### config.mk
export PLATFORM = sky130hd
export DESIGN_NAME = traffic_sensor_conditioner_flat
export DESIGN_NICKNAME = d
export VERILOG_FILES = /design/src/rtl/traffic_sensor_conditioner_if.sv /design/src/rtl/traffic_sensor_conditioner.sv /design/src/flat_wrapper.sv
export SDC_FILE = /design/constraint.sdc
export NUM_CORES = 1
export LEC_CHECK = 0
export CORE_ASPECT_RATIO = 1.75
export CORE_MARGIN = 8
export CORE_UTILIZATION = 53
export CTS_CLUSTER_DIAMETER = 80
export DETAILED_ROUTE_END_ITERATION = 8
export PLACE_DENSITY = 0.74
export SLEW_MARGIN = 15
export SYNTH_ARGS = -nofsm -noshare
export SYNTH_HDL_FRONTEND = slang
export SYNTH_SLANG_ARGS = --single-unit
export TNS_END_PERCENT = 1
### constraint.sdc
create_clock -name clk -period 2.3 [get_ports clk]
set_input_delay 0.575 -clock clk [delete_from_list [all_inputs] [get_ports clk]]
set_output_delay 0.575 -clock clk [all_outputs]
set_load 0.05 [all_outputs]
### src/rtl/traffic_sensor_conditioner_if.sv
// Raw detector/button lines in, per-road density levels and latched ped request out.
// Free-running signals with no handshake; the consumer samples the levels when levelValid pulses.
interface traffic_sensor_conditioner_if;
   logic       mainDetectRaw;
   logic       sideDetectRaw;
   logic       pedButtonRaw;
   logic       pedClear;
   logic [2:0] mainTrafficLevel;
   logic [2:0] sideTrafficLevel;
   logic       levelValid;
   logic       pedRequest;

   modport master (
      output mainDetectRaw, sideDetectRaw, pedButtonRaw, pedClear,
      input  mainTrafficLevel, sideTrafficLevel, levelValid, pedRequest
   );

   modport slave (
      input  mainDetectRaw, sideDetectRaw, pedButtonRaw, pedClear,
      output mainTrafficLevel, sideTrafficLevel, levelValid, pedRequest
   );
endinterface

### src/rtl/traffic_sensor_conditioner.sv
// Sync + debounce of vehicle loops and ped button; saturating per-window vehicle counts; latched ped request.
// Latency: raw edge to debounced edge is 1+DEBOUNCE_CYCLES edges; levels refresh once per window; no backpressure.
module traffic_sensor_conditioner #(
   parameter int DEBOUNCE_CYCLES = 4,
   parameter int WINDOW_CYCLES   = 64
) (
   input logic clk,
   input logic reset,
   traffic_sensor_conditioner_if.slave sensorBus
);
   localparam int MAIN = 0;
   localparam int SIDE = 1;
   localparam int PED  = 2;
   localparam logic [7:0]  DEB_LAST = 8'(DEBOUNCE_CYCLES - 1);
   localparam logic [15:0] WIN_LAST = 16'(WINDOW_CYCLES - 1);

   logic [2:0]  rawIn;
   logic [2:0]  syncS1;
   logic [2:0]  syncS2;
   logic [2:0]  debounced;
   logic [2:0]  flipNow;
   logic [2:0]  riseNow;
   logic [7:0]  stableCnt [3];
   logic [15:0] winCnt;
   logic        winEnd;
   logic [2:0]  mainCount;
   logic [2:0]  sideCount;
   logic [2:0]  mainLevel;
   logic [2:0]  sideLevel;
   logic        levelValidR;
   logic        pedReq;

   function automatic logic [2:0] satInc(input logic [2:0] cnt, input logic ev);
      logic [3:0] sum;
      sum = {1'b0, cnt} + {3'b000, ev};
      return sum[3] ? 3'd7 : sum[2:0];
   endfunction

   assign rawIn  = {sensorBus.pedButtonRaw, sensorBus.sideDetectRaw, sensorBus.mainDetectRaw};
   assign winEnd = (winCnt == WIN_LAST);

   // A channel flips on the edge its stability counter would reach DEBOUNCE_CYCLES.
   always_comb begin
      flipNow = '0;
      riseNow = '0;
      for (int i = 0; i < 3; i++) begin
         flipNow[i] = (syncS2[i] != debounced[i]) && (stableCnt[i] == DEB_LAST);
         riseNow[i] = flipNow[i] & syncS2[i];
      end
   end

   always_ff @(posedge clk) begin
      if (reset) begin
         syncS1      <= '0;
         syncS2      <= '0;
         debounced   <= '0;
         for (int i = 0; i < 3; i++) stableCnt[i] <= '0;
         winCnt      <= '0;
         mainCount   <= '0;
         sideCount   <= '0;
         mainLevel   <= '0;
         sideLevel   <= '0;
         levelValidR <= 1'b0;
         pedReq      <= 1'b0;
      end else begin
         syncS1 <= rawIn;
         syncS2 <= syncS1;

         for (int i = 0; i < 3; i++) begin
            if (flipNow[i]) begin
               debounced[i] <= syncS2[i];
               stableCnt[i] <= '0;
            end else if (syncS2[i] != debounced[i]) begin
               stableCnt[i] <= stableCnt[i] + 8'd1;
            end else begin
               stableCnt[i] <= '0;
            end
         end

         // A rise on the terminal edge belongs to the window that is closing.
         levelValidR <= winEnd;
         if (winEnd) begin
            winCnt    <= '0;
            mainLevel <= satInc(mainCount, riseNow[MAIN]);
            sideLevel <= satInc(sideCount, riseNow[SIDE]);
            mainCount <= '0;
            sideCount <= '0;
         end else begin
            winCnt    <= winCnt + 16'd1;
            mainCount <= satInc(mainCount, riseNow[MAIN]);
            sideCount <= satInc(sideCount, riseNow[SIDE]);
         end

         // Set has priority so a press coinciding with a clear is not lost.
         if (riseNow[PED]) begin
            pedReq <= 1'b1;
         end else if (sensorBus.pedClear) begin
            pedReq <= 1'b0;
         end
      end
   end

   assign sensorBus.mainTrafficLevel = mainLevel;
   assign sensorBus.sideTrafficLevel = sideLevel;
   assign sensorBus.levelValid       = levelValidR;
   assign sensorBus.pedRequest       = pedReq;
endmodule

### src/flat_wrapper.sv
// flat-port wrapper written by rule: the top's interface ports become plain ports
module traffic_sensor_conditioner_flat 
#(
   parameter int DEBOUNCE_CYCLES = 4,
   parameter int WINDOW_CYCLES   = 64
)
  (clk, reset, sensorBus_mainDetectRaw, sensorBus_sideDetectRaw, sensorBus_pedButtonRaw, sensorBus_pedClear, sensorBus_mainTrafficLevel, sensorBus_sideTrafficLevel, sensorBus_levelValid, sensorBus_pedRequest);
  traffic_sensor_conditioner_if sensorBus_i ();
  input logic clk;
  input logic reset;
  input wire logic [$bits(sensorBus_i.mainDetectRaw)-1:0] sensorBus_mainDetectRaw;
  input wire logic [$bits(sensorBus_i.sideDetectRaw)-1:0] sensorBus_sideDetectRaw;
  input wire logic [$bits(sensorBus_i.pedButtonRaw)-1:0] sensorBus_pedButtonRaw;
  input wire logic [$bits(sensorBus_i.pedClear)-1:0] sensorBus_pedClear;
  output wire logic [$bits(sensorBus_i.mainTrafficLevel)-1:0] sensorBus_mainTrafficLevel;
  output wire logic [$bits(sensorBus_i.sideTrafficLevel)-1:0] sensorBus_sideTrafficLevel;
  output wire logic [$bits(sensorBus_i.levelValid)-1:0] sensorBus_levelValid;
  output wire logic [$bits(sensorBus_i.pedRequest)-1:0] sensorBus_pedRequest;
  assign sensorBus_i.mainDetectRaw = sensorBus_mainDetectRaw;
  assign sensorBus_i.sideDetectRaw = sensorBus_sideDetectRaw;
  assign sensorBus_i.pedButtonRaw = sensorBus_pedButtonRaw;
  assign sensorBus_i.pedClear = sensorBus_pedClear;
  assign sensorBus_mainTrafficLevel = sensorBus_i.mainTrafficLevel;
  assign sensorBus_sideTrafficLevel = sensorBus_i.sideTrafficLevel;
  assign sensorBus_levelValid = sensorBus_i.levelValid;
  assign sensorBus_pedRequest = sensorBus_i.pedRequest;
  traffic_sensor_conditioner #(.DEBOUNCE_CYCLES(DEBOUNCE_CYCLES), .WINDOW_CYCLES(WINDOW_CYCLES)) u_core (.clk(clk), .reset(reset), .sensorBus(sensorBus_i));
endmodule
==> out/qor.yml <==
status: "completed"
fin_crit_ns: 2.21
area_growth_pct: 21.3
power_leakage_nw: 1.29
diodes: 0
worst_pin_slew_ns: 0.511
cts_buffer_depth: 2
ys_ff_latch: 63
clkTransAtPathRegs_ns: 0.07
drc: 0
postLayoutCoreUtil_pct: 65.3
maxCapViolCount: 0
critPathSlowestCell: "or4b_4"
place_area_mm2: 0.00318
antenna_found_initial: 0
fin_worst_skew_ns: 0.00716
finalSetupViolCount: 0
grt_usage_pct: 13.2
synthFlopType: "dfxtp_1"
cp.buffers_inverters: 0
synthDistinctLibCells: 36
gp_congestion: 0.762
clk_latency_ns: 0.34
hold_viol: 0
vias: 1978
max_stage_delay_ns: 0.47
max_slew_margin_pct: 65.8
die_y_um: 112
drive_above_1_share_pct: 12.2
coreArea_mm2: 0.00521
synth_warnings: 0
cp_top_family: "simple AND/OR/NAND/NOR gates"
portBuffers: 13
die_area_mm2: 0.00797
die_w_um: 71.0
synth_area_leader_cell: "dfxtp_1"
cts_sinks: 63
powerDensity_mw_per_mm2: 638
via_per_inst: 5.16
fmax_mhz: 453
cts_made_buffers: 9
dp_hpwl_um: 3450
nNetsFinal: 337
finalPower_mw: 2.17
synth_edf_count: 24
postRouteWirelength_um: 4820
syn_inst: 269
synth.area.top_cells: "dfxtp_1, edfxtp_1, nor2_1"
drt_iter0_drc: 78
ios: 14
synth_seq_area_share_pct: 53.5
grt_max_degree: 17
cts-root-buf: "clkbuf_8"
htree_levels: 3
ir_worst_vdd_uv: 618
min_path_type: "reg2reg"
rsz0062_at_grt: "true"
tritoncts: "done"
synth.top_cell.area_share_pct: 27.8
ant_nets: 0
final_cell_area_mm2: 0.00340
drt-pass1-iter-count: 4
cp_common_cell: "ha_1"
path_max_fanout: 2
cp.required_ns: 2.53
worstPathArrival_ns: 2.44
gr-total-overflow: 0
start_util_pct: 53.9
first_global_vias: 2000
slew_viol_final: 0
fin_crit_sh_pct: 95.9
end_kind: "flop"
syn_avg_cell_area_um2: 10.4
grt_pass1_wl_um: 8270
wire_per_inst_um: 12.6
syn_area_mm2: 0.00281
path_class: "reg2reg"
ys_async_sr_fraction_pct: 0
rows: 35
ctsHoldBuffers: 0
path_cells: "ha_1 > or4b_4 > nor4_4 > and3b_1 > ha_1 > ha_1 > xnor2_2 > nand2_1 > mux2i_1 > nor2_1"
crit_path_start_kind: "flop"
cell usage after synthesis, types with 3 or more instances:
master,instances
xnor2_1,19
ha_1,8
nand2_1,5
nand4_1,5
or3_1,3
nand3_1,21
nor2_1,51
mux2i_1,9
nand2b_1,5
buf_2,5
a21oi_1,4
and3_1,6
edfxtp_1,24
dfxtp_1,39
inv_1,7
nor4_1,5
nor2b_1,11
nor3_1,3
xor2_1,17
path summary, 6_finish.rpt:
| check | from | endpoint | slack (ns) | cells after the start |
|---|---|---|---|---|
| setup / recovery | u_core.stableCnt[0][0]$_SDFFCE_PP0P_ | u_core.sensorBus.mainTrafficLevel[2]$_SDFFE_PP0P_ | 0.09 | 10 |
| hold / removal | u_core.syncS1[0]$_SDFF_PP0_ | u_core.syncS2[0]$_SDFF_PP0_ | 0.44 | 1 |
| setup reg to reg | u_core.stableCnt[0][0]$_SDFFCE_PP0P_ | u_core.sensorBus.mainTrafficLevel[2]$_SDFFE_PP0P_ | 0.09 | 10 |
| hold reg to reg | u_core.syncS1[0]$_SDFF_PP0_ | u_core.syncS2[0]$_SDFF_PP0_ | 0.44 | 1 |
power breakdown:
| group | internal (mW) | total (mW) | switching (mW) |
|---|---|---|---|
| Clock | 0.447 | 0.866 | 0.419 |
| Combinational | 0.0468 | 0.0935 | 0.0467 |
| Sequential | 1.19 | 1.21 | 0.0282 |
| Total | 1.68 | 2.17 | 0.494 |
cells in the final DEF (no fill, tap or decap), types with 2 or more instances in the layout:
master           netlist  layout
nor2_1                51      51
dfxtp_1               39      39
edfxtp_1              24      24
conb_1                 1      24
nand3_1               21      21
xnor2_1               19      18
xor2_1                17      17
buf_4                  0      15
clkdlybuf4s50_1        0      13
nor2b_1               11      11
mux2i_1                9       9
clkbuf_8               0       9
inv_1                  7       7
ha_1                   8       7
and3_1                 6       6
nor4_1                 5       5
nand2b_1               5       5
nand4_1                5       5
nand2_1                5       5
a21oi_1                4       4
nor3_1                 3       3
or3_1                  3       3
clkinv_2               0       3
or2_1                  2       2
through the flow:
stage / setup TNS (ns) / hold WS [ns] / std cells / setup WS (ns)
finish: 0 / 0.444 / 383 / 0.0949
global route: -0.265 / 0.473 / 383 / -0.118
CTS: -0.000618 / 0.449 / 383 / -0.000618
detailed placement: -0.122 / 0.432 / 366 / -0.0637
global placement: -0.0416 / 0.417 / 366 / -0.0260
floorplan: 0 / 0.414 / 292 / 0.00430
final cells by class:
cell class | count | area (um^2)
Tap cell | 55 | 68.8
Inverter | 7 | 26.3
Sequential cell | 63 | 1500
Fill cell | 435 | 1810
Timing Repair Buffer | 29 | 263
Clock inverter | 6 | 32.5
Clock buffer | 10 | 149
Multi-Input combinational cell | 213 | 1360
cells by family after synthesis:
group | synth area share, %
AOI/OAI and AO/OA | 0.981
muxes | 3.21
xor gates and xnor gates | 11.2
DFF | 53.5
and+or+nand+nor | 24.8
buffers and inverters | 2.63
adders and majority gates | 3.57
other | 0.134
flip-flops by register name (all words and copies together), names as in the netlist:
register,flops
u_core.sensorBus.levelValid,1
u_core.sideCount,3
u_core.syncS2,3
u_core.mainCount,3
u_core.sensorBus.sideTrafficLevel,3
u_core.sensorBus.pedRequest,1
u_core.debounced,3
u_core.syncS1,3
u_core.stableCnt,24
u_core.winCnt,16
u_core.sensorBus.mainTrafficLevel,3
what timing repair did:
item / CTS / global route
pin swaps: 1 / 0
setup buffers: 1 / 0
setup endpoints to repair: 4 / 6
resized for setup: 1 / 4
worst register-to-register path, delay by kind of cell, from the launching register on:
| family | cells | cell delay [ns] |
|---|---|---|
| adder cells (fa/ha/maj) | 3 | 0.52 |
| AND/OR/NAND/NOR | 5 | 0.95 |
| multiplexers | 1 | 0.15 |
| XOR/XNOR | 1 | 0.13 |
| flip-flops | 1 | 0.35 |
metal layers:
metal / GRT usage, % / vias up / share of wire, %
met5: 0 / - / 0
met4: 7.55 / 0 / 2.3
met3: 5.27 / 10 / 4.1
met2: 23.3 / 29 / 52
met1: 12.4 / 932 / 42
li1: - / 1007 / -
Note: power is estimated with default switching activity, not from simulation.
